==> src/rtl/regwb_pkg.sv <==
// ============================================================================
// Module   : regwb_pkg
// Purpose  : Shared types and constants for the register-file write-back path.
// Revision : 1.0 - initial release
// ============================================================================
`default_nettype none

package regwb_pkg;

    localparam int ZERO_REG_IDX = 31;
    localparam int REG_COUNT    = 32;

    typedef struct packed {
        logic [4:0]  rd;
        logic [63:0] data;
    } wb_entry_t;

endpackage

`default_nettype wire

==> src/rtl/wb_fifo.sv <==
// ============================================================================
// Module   : wb_fifo
// Purpose  : Circular write-back buffer, up to two enqueues and one dequeue per
//            cycle; exposes all slots and valid bits for lookup logic.
// Revision : 1.0 - initial release
// ============================================================================
`default_nettype none

module wb_fifo
    import regwb_pkg::*;
#(
    parameter int DEPTH = 4
) (
    input  logic                     clk,
    input  logic                     rst_n,
    input  logic                     enq0_valid_i,
    input  wb_entry_t                enq0_entry_i,
    input  logic                     enq1_valid_i,
    input  wb_entry_t                enq1_entry_i,
    input  logic                     deq_i,
    output wb_entry_t                head_o,
    output logic [$clog2(DEPTH):0]   count_o,
    output wb_entry_t                entries_o [DEPTH],
    output logic [DEPTH-1:0]         valid_o,
    output logic [$clog2(DEPTH)-1:0] rd_ptr_o
);

    localparam int AW = $clog2(DEPTH);
    localparam int CW = AW + 1;

    wb_entry_t         mem_q [DEPTH];
    logic [DEPTH-1:0]  valid_q;
    logic [AW-1:0]     rd_ptr_q;
    logic [AW-1:0]     wr_ptr_q;
    logic [CW-1:0]     count_q;
    logic [AW-1:0]     w_wr_ptr1;

    // enq1 is only ever used together with enq0, so it lands in the next slot
    assign w_wr_ptr1 = wr_ptr_q + AW'(1);

    always_ff @(posedge clk) begin
        if (enq0_valid_i) mem_q[wr_ptr_q]  <= enq0_entry_i;
        if (enq1_valid_i) mem_q[w_wr_ptr1] <= enq1_entry_i;
    end

    always_ff @(posedge clk or negedge rst_n) begin
        if (!rst_n) begin
            valid_q  <= '0;
            rd_ptr_q <= '0;
            wr_ptr_q <= '0;
            count_q  <= '0;
        end else begin
            if (deq_i)        valid_q[rd_ptr_q]  <= 1'b0;
            if (enq0_valid_i) valid_q[wr_ptr_q]  <= 1'b1;
            if (enq1_valid_i) valid_q[w_wr_ptr1] <= 1'b1;
            rd_ptr_q <= rd_ptr_q + AW'(deq_i);
            wr_ptr_q <= wr_ptr_q + AW'(enq0_valid_i) + AW'(enq1_valid_i);
            count_q  <= count_q + CW'(enq0_valid_i) + CW'(enq1_valid_i) - CW'(deq_i);
        end
    end

    assign head_o    = mem_q[rd_ptr_q];
    assign count_o   = count_q;
    assign entries_o = mem_q;
    assign valid_o   = valid_q;
    assign rd_ptr_o  = rd_ptr_q;

endmodule

`default_nettype wire

==> src/rtl/regfile_writeback.sv <==
// ============================================================================
// Module   : regfile_writeback
// Purpose  : Merges load and ALU results in program order onto the single
//            register-file write port, with busy scoreboard and optional
//            forwarding (enabled by macro REGWB_FWD_EN).
// Revision : 1.0 - initial release
// ============================================================================
`default_nettype none

module regfile_writeback
    import regwb_pkg::*;
#(
    parameter int DEPTH    = 4,
    parameter int BITS     = 64,
    parameter int ZERO_REG = ZERO_REG_IDX
) (
    input  logic                   clk,
    input  logic                   rst_n,
    input  logic                   ld_valid,
    output logic                   ld_ready,
    input  logic [4:0]             ld_rd,
    input  logic [BITS-1:0]        ld_data,
    input  logic                   alu_valid,
    output logic                   alu_ready,
    input  logic [4:0]             alu_rd,
    input  logic [BITS-1:0]        alu_data,
    output logic [4:0]             WriteRegister,
    output logic [BITS-1:0]        WriteData,
    output logic                   RegWrite,
    output logic [REG_COUNT-1:0]   busy,
    output logic [$clog2(DEPTH):0] count,
    input  logic [4:0]             fwd_addr1,
    input  logic [4:0]             fwd_addr2,
    output logic                   fwd_hit1,
    output logic                   fwd_hit2,
    output logic [BITS-1:0]        fwd_data1,
    output logic [BITS-1:0]        fwd_data2
);

    localparam int AW = $clog2(DEPTH);
    localparam int CW = AW + 1;

    logic                 RegWrite_q;
    logic [4:0]           WriteRegister_q;
    logic [BITS-1:0]      WriteData_q;

    logic                 w_ready;
    logic                 w_ld_keep;
    logic                 w_alu_keep;
    wb_entry_t            w_ld_entry;
    wb_entry_t            w_alu_entry;
    logic                 w_out_load;
    wb_entry_t            w_out_entry;
    logic                 w_enq0_valid;
    wb_entry_t            w_enq0_entry;
    logic                 w_enq1_valid;
    wb_entry_t            w_enq1_entry;
    logic                 w_deq;
    wb_entry_t            w_head;
    logic [CW-1:0]        w_count;
    wb_entry_t            w_entries [DEPTH];
    logic [DEPTH-1:0]     w_valid;
    logic [AW-1:0]        w_rd_ptr;
    logic [REG_COUNT-1:0] w_busy;

    // Two free slots guarantee room for a worst-case dual enqueue
    assign w_ready   = (w_count <= CW'(DEPTH - 2));
    assign ld_ready  = w_ready;
    assign alu_ready = w_ready;

    assign w_ld_keep   = ld_valid  && w_ready && (ld_rd  != 5'(ZERO_REG));
    assign w_alu_keep  = alu_valid && w_ready && (alu_rd != 5'(ZERO_REG));
    assign w_ld_entry  = '{rd: ld_rd,  data: 64'(ld_data)};
    assign w_alu_entry = '{rd: alu_rd, data: 64'(alu_data)};

    // Age order: FIFO head, then load, then ALU; the rest are enqueued compacted
    always_comb begin
        w_out_load   = 1'b0;
        w_out_entry  = '0;
        w_enq0_valid = 1'b0;
        w_enq0_entry = '0;
        w_enq1_valid = 1'b0;
        w_enq1_entry = '0;
        w_deq        = 1'b0;
        if (w_count != '0) begin
            w_deq       = 1'b1;
            w_out_load  = 1'b1;
            w_out_entry = w_head;
            if (w_ld_keep) begin
                w_enq0_valid = 1'b1;
                w_enq0_entry = w_ld_entry;
                w_enq1_valid = w_alu_keep;
                w_enq1_entry = w_alu_entry;
            end else begin
                w_enq0_valid = w_alu_keep;
                w_enq0_entry = w_alu_entry;
            end
        end else if (w_ld_keep) begin
            w_out_load   = 1'b1;
            w_out_entry  = w_ld_entry;
            w_enq0_valid = w_alu_keep;
            w_enq0_entry = w_alu_entry;
        end else if (w_alu_keep) begin
            w_out_load  = 1'b1;
            w_out_entry = w_alu_entry;
        end
    end

    wb_fifo #(
        .DEPTH (DEPTH)
    ) u_fifo (
        .clk          (clk),
        .rst_n        (rst_n),
        .enq0_valid_i (w_enq0_valid),
        .enq0_entry_i (w_enq0_entry),
        .enq1_valid_i (w_enq1_valid),
        .enq1_entry_i (w_enq1_entry),
        .deq_i        (w_deq),
        .head_o       (w_head),
        .count_o      (w_count),
        .entries_o    (w_entries),
        .valid_o      (w_valid),
        .rd_ptr_o     (w_rd_ptr)
    );

    always_ff @(posedge clk or negedge rst_n) begin
        if (!rst_n) begin
            RegWrite_q      <= 1'b0;
            WriteRegister_q <= '0;
            WriteData_q     <= '0;
        end else begin
            RegWrite_q <= w_out_load;
            if (w_out_load) begin
                WriteRegister_q <= w_out_entry.rd;
                WriteData_q     <= w_out_entry.data[BITS-1:0];
            end
        end
    end

    assign RegWrite      = RegWrite_q;
    assign WriteRegister = WriteRegister_q;
    assign WriteData     = WriteData_q;
    assign count         = w_count;

    always_comb begin
        w_busy = '0;
        for (int i = 0; i < DEPTH; i++) begin
            if (w_valid[i]) w_busy[w_entries[i].rd] = 1'b1;
        end
        if (RegWrite_q) w_busy[WriteRegister_q] = 1'b1;
        w_busy[ZERO_REG] = 1'b0;
    end
    assign busy = w_busy;

`ifdef REGWB_FWD_EN
    logic [4:0]      w_fwd_addr [2];
    logic            w_fwd_hit  [2];
    logic [BITS-1:0] w_fwd_data [2];

    assign w_fwd_addr[0] = fwd_addr1;
    assign w_fwd_addr[1] = fwd_addr2;

    // Scan oldest to youngest so the youngest match overwrites earlier ones
    always_comb begin
        logic [AW-1:0] v_idx;
        v_idx = '0;
        for (int p = 0; p < 2; p++) begin
            w_fwd_hit[p]  = 1'b0;
            w_fwd_data[p] = '0;
            if (w_fwd_addr[p] != 5'(ZERO_REG)) begin
                if (RegWrite_q && (WriteRegister_q == w_fwd_addr[p])) begin
                    w_fwd_hit[p]  = 1'b1;
                    w_fwd_data[p] = WriteData_q;
                end
                for (int i = 0; i < DEPTH; i++) begin
                    v_idx = w_rd_ptr + AW'(i);
                    if (w_valid[v_idx] && (w_entries[v_idx].rd == w_fwd_addr[p])) begin
                        w_fwd_hit[p]  = 1'b1;
                        w_fwd_data[p] = w_entries[v_idx].data[BITS-1:0];
                    end
                end
            end
        end
    end

    assign fwd_hit1  = w_fwd_hit[0];
    assign fwd_hit2  = w_fwd_hit[1];
    assign fwd_data1 = w_fwd_data[0];
    assign fwd_data2 = w_fwd_data[1];
`else
    logic w_unused_fwd;
    assign w_unused_fwd = ^{fwd_addr1, fwd_addr2, w_rd_ptr};
    assign fwd_hit1  = 1'b0;
    assign fwd_hit2  = 1'b0;
    assign fwd_data1 = '0;
    assign fwd_data2 = '0;
`endif

endmodule

`default_nettype wire

==> config.mk <==
export PLATFORM = sky130hd
export DESIGN_NAME = regfile_writeback
export DESIGN_NICKNAME = d
export VERILOG_FILES = /design/src/rtl/regwb_pkg.sv /design/src/rtl/wb_fifo.sv /design/src/rtl/regfile_writeback.sv
export SDC_FILE = /design/constraint.sdc
export NUM_CORES = 1
export LEC_CHECK = 0
export BUFFER_PORTS_ARGS = -buffer_cell sky130_fd_sc_hd__buf_4
export CAP_MARGIN = 10
export CORE_MARGIN = 2
export CORE_UTILIZATION = 60
export DETAILED_ROUTE_END_ITERATION = 7
export PLACE_DENSITY = 0.84
export RECOVER_POWER = 25
export SYNTH_ARGS = -nofsm -noshare
export SYNTH_HDL_FRONTEND = slang
export SYNTH_SLANG_ARGS = --single-unit
==> constraint.sdc <==
create_clock -name clk -period 5.95 [get_ports clk]
set_clock_uncertainty 0.15 [all_clocks]
set_input_delay 0.595 -clock clk [delete_from_list [all_inputs] [get_ports clk]]
set_output_delay 0.595 -clock clk [all_outputs]
set_load 0.05 [all_outputs]
==> reports/results.ini <==
[yosys]
synth_largest_area_cell=dfxtp_1
netlist_area_mm2=0.02238
synth_cells=2581
ys_seq_area_share_pct=33.74
ys_types=52
yosysTopAreaCellShare_pct=24.69
synthTopCellsByArea=dfxtp_1 25%, a211o_1 11%, o211ai_1 9.4%
avgSynthCellArea_um2=8.672
synth_edf_count=0
synth_warnings=0
synth_seq_cells=357
synthFlopType=dfxtp_1
async_reset_ff_share_pct=22.69

[layout]
multi_input_area_mm2=0.01224
syn2layout_area_growth_pct=10.07
fillers=2946
ff_latch_area_mm2=0.007560
final_nets=2782
drive_above_1_share_pct=13.93
utilization_pct=67.14

[sta]
max_slew_margin_pct=-37.88
timing.fmax_ghz=0.2438
rsz0062_at_grt=no
finalSetupViolations=0
worst_pin_slew_ns=2.068
min_period_ns=4.101
setup-tns-final_ns=0
hold_viol=0
finalMaxSlewViolations=236
period_share_pct=68.93

[global_route]
antenna_found_initial=5
gr-total-overflow=0
grt_pass1_vias=21490
grt_pass1_wl_mm=120.1
track_usage_pct=38.82
grt_max_degree=277

[floorplan]
dieArea_mm2=0.03887
io_pins=389
core_mm2=0.03670
die_x_um=197.1
row_count=70
die_y_um=197.1
initial_core_util_pct=60.99

[cts]
clk_latency_ns=0.56
clkSlewWorstSetupHoldPaths_ns=0.06
cts_buffers=40
cts_setup_buffers=0
clock_sinks=357
cts_root_buffer=clkbuf_16
htree_levels=2
clock_path_buffers=3
cts_resized=0
tritoncts=built

[power_and_ir_drop]
p_seq_share_pct=28.4
p_leak_nw=10.27
power_density_mw_per_mm2=625.5
combinationalPowerShare_pct=56.0
p_int_mw=8.062
swShare_pct=47.68
peakVddDrop_v=0.0005809
p_switching_mw=7.348
power_frac_clock_pct=15.7

[worst_setup_path]
worst_path_largest_cell_delay_ns=1.48
cp.buffers_inverters=3
crit_family=buffers and inverters
cpMaxStageDelayCell=clkbuf_1
critical_path_class=in2async
path_cells=dlygate4sd3_1 > clkbuf_1 > clkbuf_2
worstSetupStartpointType=input port
worstPathArrival_ns=4.08
cp_max_fo=55
critPathCaptureType=async pin
required_ns=5.93

[placement]
routabilityCongestion=1.031
numPortBuffers=247
dp_hpwl_mm=44.21

[job]
cap_viol_max_count=2

[routing]
wire_per_inst_um=24.95
drtIter0Drc=3450
viasPerCell=7.201
num_vias=22520
drcViolationCount=0
wirelength_mm=78.03
drt_pass1_iterations=7
drtAntennaViolNets=0

[outcome]
failed_checks=capacitance limit, slew limit
status=complete, but fails checks

[min_path]
holdCritPathClass=in2reg

==> stage by stage <==
stage | total power, mW | instances | hold WS, ns | cell area, um^2 | setup WS, ns
2_1_floorplan | 10.69 | 2711 | 0.1494 | 22870 | 2.710
3_3_place_gp | 12.67 | 3050 | 0.3474 | 23640 | 2.047
3_5_place_dp | 12.98 | 3050 | 0.3511 | 23640 | 1.954
4_1_cts | 15.38 | 3124 | 0.1695 | 24900 | 2.322
5_1_grt | 16.13 | 3126 | 0.1952 | 24630 | 1.330
6_report | 15.41 | 3127 | 0.1691 | 24640 | 1.849
==> power by group through the flow <==
stage               registers (mW)  logic [mW]  clock network [mW]
floorplan                     4.80        5.89                   0
global placement              4.34        8.33                   0
detailed placement            4.38        8.59                   0
CTS                           4.34        8.63                2.41
global route                  4.47        9.15                2.52
finish                        4.37        8.63                2.41
==> tightest hold or removal path, delay by kind of cell <==
| family | cells | cell delay [ns] |
|---|---|---|
| buffers and inverters | 1 | 0.11 |
| AOI/OAI and AO/OA | 1 | 0.07 |
| and+or+nand+nor | 1 | 0.06 |
==> cell usage after synthesis (3+ instances only) <==
cell,instances
nand3_1,332
inv_1,284
o211ai_1,280
a211o_1,276
dfxtp_1,276
clkbuf_1,216
buf_4,133
nor2_1,109
dfrtp_1,81
a31oi_1,70
mux4_2,69
and4_1,65
a221o_1,64
a22o_1,64
buf_2,59
nand2_1,41
a22oi_1,34
nor3_1,17
o221ai_1,15
o22ai_1,15
and3_1,10
buf_1,6
nor4_1,5
a21oi_1,4
ha_1,4
nand3b_1,4
nor3b_1,4
o21ai_0,4
xnor2_1,4
a41oi_1,3
nor4_2,3
o21ai_1,3
or2_2,3
==> timing repair <==
| action | CTS | global route |
|---|---|---|
| hold buffers | 1 | 0 |
| hold endpoints to repair | 26 | 0 |
| endpoints found under the setup margin | 0 | 0 |
==> layout by cell type, fill, tap and decap left out, drive strengths merged, types with 10 or more instances in the layout <==
| master | Yosys | final |
|---|---|---|
| a211o | 276 | 276 |
| nand3 | 332 | 332 |
| o22ai | 15 | 15 |
| o221ai | 15 | 15 |
| inv | 286 | 288 |
| and3 | 10 | 10 |
| a31oi | 70 | 70 |
| a22oi | 34 | 34 |
| mux4 | 69 | 69 |
| o211ai | 281 | 281 |
| dfxtp | 276 | 276 |
| clkbuf | 216 | 139 |
| and4 | 65 | 65 |
| nand2 | 42 | 42 |
| a22o | 64 | 64 |
| buf | 198 | 213 |
| conb | 1 | 131 |
| dfrtp | 81 | 81 |
| nor3 | 18 | 18 |
| nor2 | 109 | 109 |
| a221o | 64 | 64 |
==> worst paths after layout <==
check / from / endpoint / slack (ns) / cells past startpoint
hold reg to reg: WriteData[4] / WriteData[4] / 0.36 / 1
setup / recovery: rst_n / u_fifo.rd_ptr_o[1] / 1.85 / 3
max in group clk: u_fifo.count_o[1] / WriteData[21] / 2.19 / 9
setup reg to reg: u_fifo.count_o[1] / WriteData[21] / 2.19 / 9
min in group asynchronous: rst_n / WriteData[5] / 1.03 / 2
hold / removal: alu_data[38] / u_fifo.entries_o[245] / 0.17 / 3
==> state kept, by name, summed over array words and instances, names as in the netlist <==
name and flops:
RegWrite 1, WriteData 64, WriteRegister 5, u_fifo.count_o 3, u_fifo.entries_o 276, u_fifo.rd_ptr_o 2
u_fifo.valid_o 4, u_fifo.wr_ptr_q 2
==> routing by layer <==
layer / up-vias / wire [um] / GRT usage, %
met5: - / 37 / 0
met4: 6 / 3556 / 21.55
met3: 299 / 10610 / 9.134
met2: 1878 / 34600 / 58.76
met1: 10750 / 29220 / 51.34
li1: 9582 / - / -
==> cells by family (layout without fill, tap and decap cells) <==
family / count (synthesis) / count (layout) / synth area share [%]
AO/OA/AOI/OAI: 838 / 838 / 30.26
buffers and inverters: 700 / 645 / 14.30
AND/OR/NAND/NOR: 604 / 604 / 14.14
flip-flops: 357 / 357 / 33.74
multiplexers: 70 / 70 / 6.988
adder cells (fa/ha/maj): 6 / 6 / 0.3634
XOR/XNOR: 5 / 5 / 0.1956
other: 1 / 134 / 0.01675
==> area by class of cell <==
class | count | share of cell area, %
inverter | 286 | 4.357
clock buffer | 67 | 4.926
tap | 468 | 2.377
clock inverter | 6 | 0.1625
antenna | 3 | 0.03047
timing repair buffer | 286 | 7.785
multi-input combinational | 1654 | 49.68
sequential | 357 | 30.68
Power figures use the tool's default switching activity.
